$ cat src/rtl/serial_dac_tx.sv
// serial_dac_tx: stereo serial audio DAC transmitter. Generates bclk and
// dac_lr from clk, serialises samples MSB-first in left-justified or I2S
// framing, and takes sample pairs through a one-deep valid/ready buffer.
module serial_dac_tx #(
    parameter int unsigned DATA_W        = 24,
    parameter int unsigned SLOT_W        = 32,
    parameter int unsigned CLK_DIV       = 4,
    parameter int unsigned UNDERRUN_ZERO = 0
) (
    input  logic              clk,
    input  logic              enable,
    input  logic              mode,
    input  logic [DATA_W-1:0] sample_l,
    input  logic [DATA_W-1:0] sample_r,
    input  logic              sample_valid,
    output logic              sample_ready,
    output logic              bclk,
    output logic              dac_lr,
    output logic              serial_dac,
    output logic              frame_start,
    output logic              underrun
);
    localparam int unsigned DIV_W    = (CLK_DIV > 1) ? $clog2(CLK_DIV) : 1;
    localparam int unsigned BIT_W    = $clog2(2 * SLOT_W);
    localparam int unsigned IDX_W    = $clog2(DATA_W);
    localparam int unsigned BIT_LAST = 2 * SLOT_W - 1;

    logic [DIV_W-1:0]  div_cnt;
    logic [DIV_W-1:0]  div_nxt;
    logic [BIT_W-1:0]  bit_cnt;
    logic [BIT_W-1:0]  bit_nxt;
    logic [DATA_W-1:0] hold_l;
    logic [DATA_W-1:0] hold_r;
    logic [DATA_W-1:0] frame_l;
    logic [DATA_W-1:0] frame_r;
    logic [DATA_W-1:0] frame_l_nxt;
    logic [DATA_W-1:0] frame_r_nxt;
    logic [DATA_W-1:0] slot_s;
    logic              mode_r;
    logic              mode_nxt;
    logic              wrap;
    logic              fall;
    logic              boundary;
    logic              accept;
    logic              hold_full;
    logic              ready_nxt;
    logic              dac_lr_nxt;
    logic              serial_nxt;
    logic              underrun_nxt;
    int unsigned       pos;

    // Next-state: divider, bit counter, buffer/frame loading and next serial bit
    always_comb begin
        wrap         = (div_cnt == DIV_W'(CLK_DIV - 1));
        fall         = wrap && bclk;
        boundary     = fall && (bit_cnt == BIT_W'(BIT_LAST));
        hold_full    = !sample_ready;
        accept       = sample_valid && sample_ready;
        div_nxt      = wrap ? '0 : div_cnt + DIV_W'(1);
        bit_nxt      = bit_cnt;
        frame_l_nxt  = frame_l;
        frame_r_nxt  = frame_r;
        mode_nxt     = mode_r;
        ready_nxt    = sample_ready;
        underrun_nxt = 1'b0;
        serial_nxt   = 1'b0;

        if (fall) begin
            bit_nxt = boundary ? '0 : bit_cnt + BIT_W'(1);
        end

        if (accept) begin
            ready_nxt = 1'b0;
        end

        // Frame boundary: buffered pair wins, then a same-edge offer, else underrun
        if (boundary) begin
            mode_nxt = mode;
            if (hold_full) begin
                frame_l_nxt = hold_l;
                frame_r_nxt = hold_r;
                ready_nxt   = 1'b1;
            end else if (accept) begin
                frame_l_nxt = sample_l;
                frame_r_nxt = sample_r;
                ready_nxt   = 1'b1;
            end else begin
                underrun_nxt = 1'b1;
                if (UNDERRUN_ZERO != 0) begin
                    frame_l_nxt = '0;
                    frame_r_nxt = '0;
                end
            end
        end

        // Bit presented after the next fall, using the frame/mode in force then
        dac_lr_nxt = (bit_nxt < BIT_W'(SLOT_W));
        pos        = dac_lr_nxt ? 32'(bit_nxt) : 32'(bit_nxt) - SLOT_W;
        slot_s     = dac_lr_nxt ? frame_l_nxt : frame_r_nxt;
        if (!mode_nxt) begin
            if (pos < DATA_W) begin
                serial_nxt = slot_s[IDX_W'(DATA_W - 1 - pos)];
            end
        end else begin
            if ((pos != 0) && (pos <= DATA_W)) begin
                serial_nxt = slot_s[IDX_W'(DATA_W - pos)];
            end
        end
    end

    // State and output registers; dac_lr/serial_dac move on the bclk fall edge
    always_ff @(posedge clk or negedge enable) begin
        if (!enable) begin
            div_cnt      <= '0;
            bit_cnt      <= '0;
            bclk         <= 1'b0;
            dac_lr       <= 1'b1;
            serial_dac   <= 1'b0;
            frame_start  <= 1'b0;
            underrun     <= 1'b0;
            sample_ready <= 1'b1;
            hold_l       <= '0;
            hold_r       <= '0;
            frame_l      <= '0;
            frame_r      <= '0;
            mode_r       <= 1'b0;
        end else begin
            div_cnt      <= div_nxt;
            bit_cnt      <= bit_nxt;
            if (wrap) begin
                bclk <= !bclk;
            end
            if (fall) begin
                dac_lr     <= dac_lr_nxt;
                serial_dac <= serial_nxt;
            end
            if (accept && !boundary) begin
                hold_l <= sample_l;
                hold_r <= sample_r;
            end
            sample_ready <= ready_nxt;
            frame_l      <= frame_l_nxt;
            frame_r      <= frame_r_nxt;
            mode_r       <= mode_nxt;
            frame_start  <= boundary;
            underrun     <= underrun_nxt;
        end
    end

endmodule

$ cat config.mk
export PLATFORM = sky130hd
export DESIGN_NAME = serial_dac_tx
export DESIGN_NICKNAME = d
export VERILOG_FILES = /design/src/rtl/serial_dac_tx.sv
export SDC_FILE = /design/constraint.sdc
export NUM_CORES = 1
export LEC_CHECK = 0
export ABC_AREA = 1
export CORE_MARGIN = 2
export CORE_UTILIZATION = 39
export CTS_BUF_LIST = sky130_fd_sc_hd__clkbuf_16
export CTS_CLUSTER_DIAMETER = 100
export DETAILED_ROUTE_END_ITERATION = 8
export PLACE_DENSITY_LB_ADDON = 0.08
export RECOVER_POWER = 25
export SLEW_MARGIN = 10
export SYNTH_ARGS = -nofsm -noshare
export SYNTH_HDL_FRONTEND = slang
export SYNTH_SLANG_ARGS = --single-unit
$ cat constraint.sdc
create_clock -name clk -period 6.8 [get_ports clk]
set_input_delay 1.36 -clock clk [delete_from_list [all_inputs] [get_ports clk]]
set_output_delay 1.36 -clock clk [all_outputs]
set_load 0.005 [all_outputs]
==> summary.txt <==
CTS
  • TritonCTS clock tree: done
  • Level count of the clock H-tree: 3
  • Deepest clock path buffer count: 2
  • Clock latency on the worst-skew pair: 360 ps
  • CTS root buf: sky130_fd_sc_hd__clkbuf_16
  • Cts repair resizes: 0
  • Clock Pin Slew Worst Setup and Hold Paths: 70 ps
  • Total number of clock tree sinks: 111
  • Number of setup buffers added after CTS: 0
  • Clock buffer count from CTS: 9
  • Count of hold-fix buffers inserted at cts: 0

Floorplanning
  • Die width: 128 um
  • Placeable core region: 15,100 um^2
  • Die area: 16,500 um^2
  • Effective utilization at floorplan: 39.9%
  • Total number of placement rows: 45
  • Count of pins on the block boundary: 58
  • Die H: 128 um

Logic synthesis
  • Synth Area per Inst: 7.87 um^2
  • Syn Inst Count: 768
  • Area fraction of the dominant cell type after synthesis: 45.1%
  • Post-synth EDFFs: 0
  • Library cell occupying the most area in the post-synthesis netlist: sky130_fd_sc_hd__dfrtp_1
  • Cell area after synthesis: 6040 um^2
  • Flops & latches, synth: 111
  • Top cells by area, synth: sky130_fd_sc_hd__dfrtp_1 45%, sky130_fd_sc_hd__nand2_1 15%, sky130_fd_sc_hd__inv_1 7.3%
  • Warning count from the yosys run: 0
  • Most instantiated flip-flop cell in the synthesis netlist: sky130_fd_sc_hd__dfrtp_1
  • Number of different library cells in the post-synthesis netlist: 42
  • Post-synthesis net count: 823
  • Asr flop ratio synth: 100%
  • Sequential element share of the synthesized area: 46.0%

GRT
  • First-pass GRT wire length: 24,900 um
  • Global-route congestion overflow total: 0
  • Number of global-route vias before repair: 4,907
  • Number of antenna violations at the first check in global routing: 0
  • Largest net degree at the start of global routing: 68
  • GRT Total Usage: 19.3%

Cells and area
  • Fraction of layout instances using a drive strength above 1: 11.2%
  • Design Area, Final: 6960 um^2
  • # diodes: 0
  • Most frequent cells in the layout: 236 x sky130_fd_sc_hd__nand2_1, 119 x sky130_fd_sc_hd__inv_1, 109 x sky130_fd_sc_hd__dfrtp_1
  • Cell Count, Final, Fillers Out: 1,002
  • Most common cell after layout, fill and taps aside: sky130_fd_sc_hd__nand2_1
  • Layout Area Growth over Synthesis: 15.2%
  • Post-layout nets: 864

Power
  • Sequential group share of total power: 51.4%
  • Overall power after layout: 1.38 mW
  • Logic gate share of total power: 7.8%
  • Clock network fraction of total power: 40.8%
  • Leakage component of the power: 3.59 nW
  • Worst voltage drop across the vdd grid: 0.000177 V
  • Switching part of the total: 21.9%
  • PwrDens: 198 nW/um^2
  • Switching Power: 0.301 mW
  • Internal power component: 1.08 mW

Place
  • Buffers on Ports: 57
  • Final Wtd Congestion: 0.953
  • Post-detailed-placement cell area: 6680 um^2
  • Post-detail-place hpwl: 10,200 um
  • Inst Count DP: 986

STA
  • Slew headroom: -149%
  • Aggregate negative setup slack: 0 ps
  • Max frequency: 228 MHz
  • Number of hold violations in the final report: 0
  • Count of endpoints failing setup in the final report: 0
  • Setup Skew: 6.30 ps
  • Crit share post-route: 64.5%
  • Min Clock Period, post-route: 4390 ps
  • Setup repair after global routing missed its margin: no
  • Final Max Tran Viols: 68
  • Measured slew at the worst slew-check pin: 3740 ps
  • Final hold slack: 438 ps

Critical path
  • WP data arrival: 4000 ps
  • Critical path origin: enable
  • Worst path required time: 6410 ps
  • Largest stage delay, worst path: 2580 ps
  • Sort of element at the end of the critical path: async pin
  • Critical path, cell by cell: clkbuf_1
  • Worst flop-to-flop path endpoint: serial_dac$_DFFE_PN0N_
  • Buf+Inv Stages, Crit Path: 1
  • Critical path depth in cells: 1
  • Logic depth of the worst register-to-register path: 19
  • Capture point of the worst path: frame_r[4]$_DFF_PN0_
  • CP Launch Type: primary input
  • Max Fanout on Critical Path: 67
  • Slowest cell on the critical path: sky130_fd_sc_hd__clkbuf_1
  • Largest delay contributor family on the critical path: buffers and inverters
  • Register-to-Register Setup Slack: 2840 ps
  • CP Class: in -> async
  • R2R Path Start: div_cnt[0]$_DFF_PN0_

Run
  • Number of max-cap violations: 1

Route
  • Avg WL per Cell: 14.6 um
  • Total wire length: 14,600 um
  • Vias after detailed routing: 4,930
  • Iter 0 DRT Violations: 288
  • Vias per cell: 4.92
  • Antenna Nets Post-Route: 0
  • DRT Pass-1 Iters: 5
  • Post-route DRC: 0

Run status
  • Result of the run: finished with violations
  • Violated checks: max-capacitance violations, max-slew violations

Worst hold path
  • Class of the most critical hold timing path: reg -> reg
[metrics by stage]
step           worst slack [ps]  util (%)
3_3_place_gp               2720      44.1
6_report                   2410      46.0
4_1_cts                    2990      46.2
3_5_place_dp               2630      44.1
2_1_floorplan              3980         -
5_1_grt                    1500      46.0
[synth_stat cells (3+ instances only)]
cell	n
sky130_fd_sc_hd__mux2_2	28
sky130_fd_sc_hd__nand3_1	50
sky130_fd_sc_hd__nand2_2	5
sky130_fd_sc_hd__nor2_4	3
sky130_fd_sc_hd__clkinv_1	3
sky130_fd_sc_hd__o22ai_1	28
sky130_fd_sc_hd__a21oi_1	18
sky130_fd_sc_hd__ha_1	3
sky130_fd_sc_hd__o21ai_2	3
sky130_fd_sc_hd__nor3_1	3
sky130_fd_sc_hd__buf_6	4
sky130_fd_sc_hd__nand4_1	4
sky130_fd_sc_hd__or2_2	14
sky130_fd_sc_hd__nor2_8	3
sky130_fd_sc_hd__clkbuf_1	8
sky130_fd_sc_hd__inv_1	118
sky130_fd_sc_hd__inv_2	8
sky130_fd_sc_hd__buf_4	5
sky130_fd_sc_hd__nand2_1	236
sky130_fd_sc_hd__o211ai_1	3
sky130_fd_sc_hd__buf_2	14
sky130_fd_sc_hd__nor2_1	35
sky130_fd_sc_hd__o21ai_0	31
sky130_fd_sc_hd__o21ai_1	9
sky130_fd_sc_hd__dfrtp_1	109
sky130_fd_sc_hd__a31oi_1	3
[sequential cells by signal (all words and copies together), names as in the netlist, 2 cells and up]
signal / flops
bit_cnt: 6
hold_l: 24
frame_l: 24
div_cnt: 2
frame_r: 24
hold_r: 24
[power groups by stage]
stage | Clock, mW | Combinational [mW] | Sequential [mW]
after detailed placement | 0 | 0.110 | 0.721
after CTS | 0.582 | 0.111 | 0.708
after global placement | 0 | 0.107 | 0.720
after floorplan | 0 | 0.0547 | 0.717
after global routing | 0.611 | 0.123 | 0.712
final | 0.562 | 0.108 | 0.708
[how the worst min path moves through the flow]
| stage | from | end | slack [ps] | depth (start not counted) |
|---|---|---|---|---|
| 2_1_floorplan | div_cnt[0]$_DFF_PN0_ | div_cnt[0]$_DFF_PN0_ | 400 | 1 |
| 3_3_place_gp | div_cnt[0]$_DFF_PN0_ | div_cnt[0]$_DFF_PN0_ | 410 | 1 |
| 3_5_place_dp | div_cnt[0]$_DFF_PN0_ | div_cnt[0]$_DFF_PN0_ | 420 | 1 |
| 4_1_cts | div_cnt[0]$_DFF_PN0_ | div_cnt[0]$_DFF_PN0_ | 430 | 1 |
| 5_1_grt | div_cnt[0]$_DFF_PN0_ | div_cnt[0]$_DFF_PN0_ | 460 | 1 |
| 6_report | div_cnt[0]$_DFF_PN0_ | div_cnt[0]$_DFF_PN0_ | 440 | 1 |
[layer usage]
layer | part of all wire (%) | GRT usage [%] | vias to the layer above
met5 | 0 | 0 | -
met4 | 1.9 | 5.43 | 0
met3 | 4.3 | 4.45 | 21
met2 | 46 | 31.5 | 101
met1 | 47 | 25.8 | 2322
li1 | - | - | 2486
[cell families after synthesis]
family,after synthesis,share of synthesized area (%)
and+or+nand+nor,363,26.9
adders and majority gates,3,0.621
DFF,111,46.0
buffers and inverters,162,11.6
muxes,29,5.38
AOI/OAI and AO/OA,98,9.19
xor gates and xnor gates,2,0.290
[area by class of cell]
type / count / area [um^2]
fill: 1504 / 8180
sequential: 111 / 2780
multi-input combinational: 495 / 2530
timing repair buffer: 62 / 602
inverter: 130 / 500
tap: 188 / 235
clock buffer: 9 / 225
clock inverter: 7 / 88.8
Power figures use the tool's default switching activity.
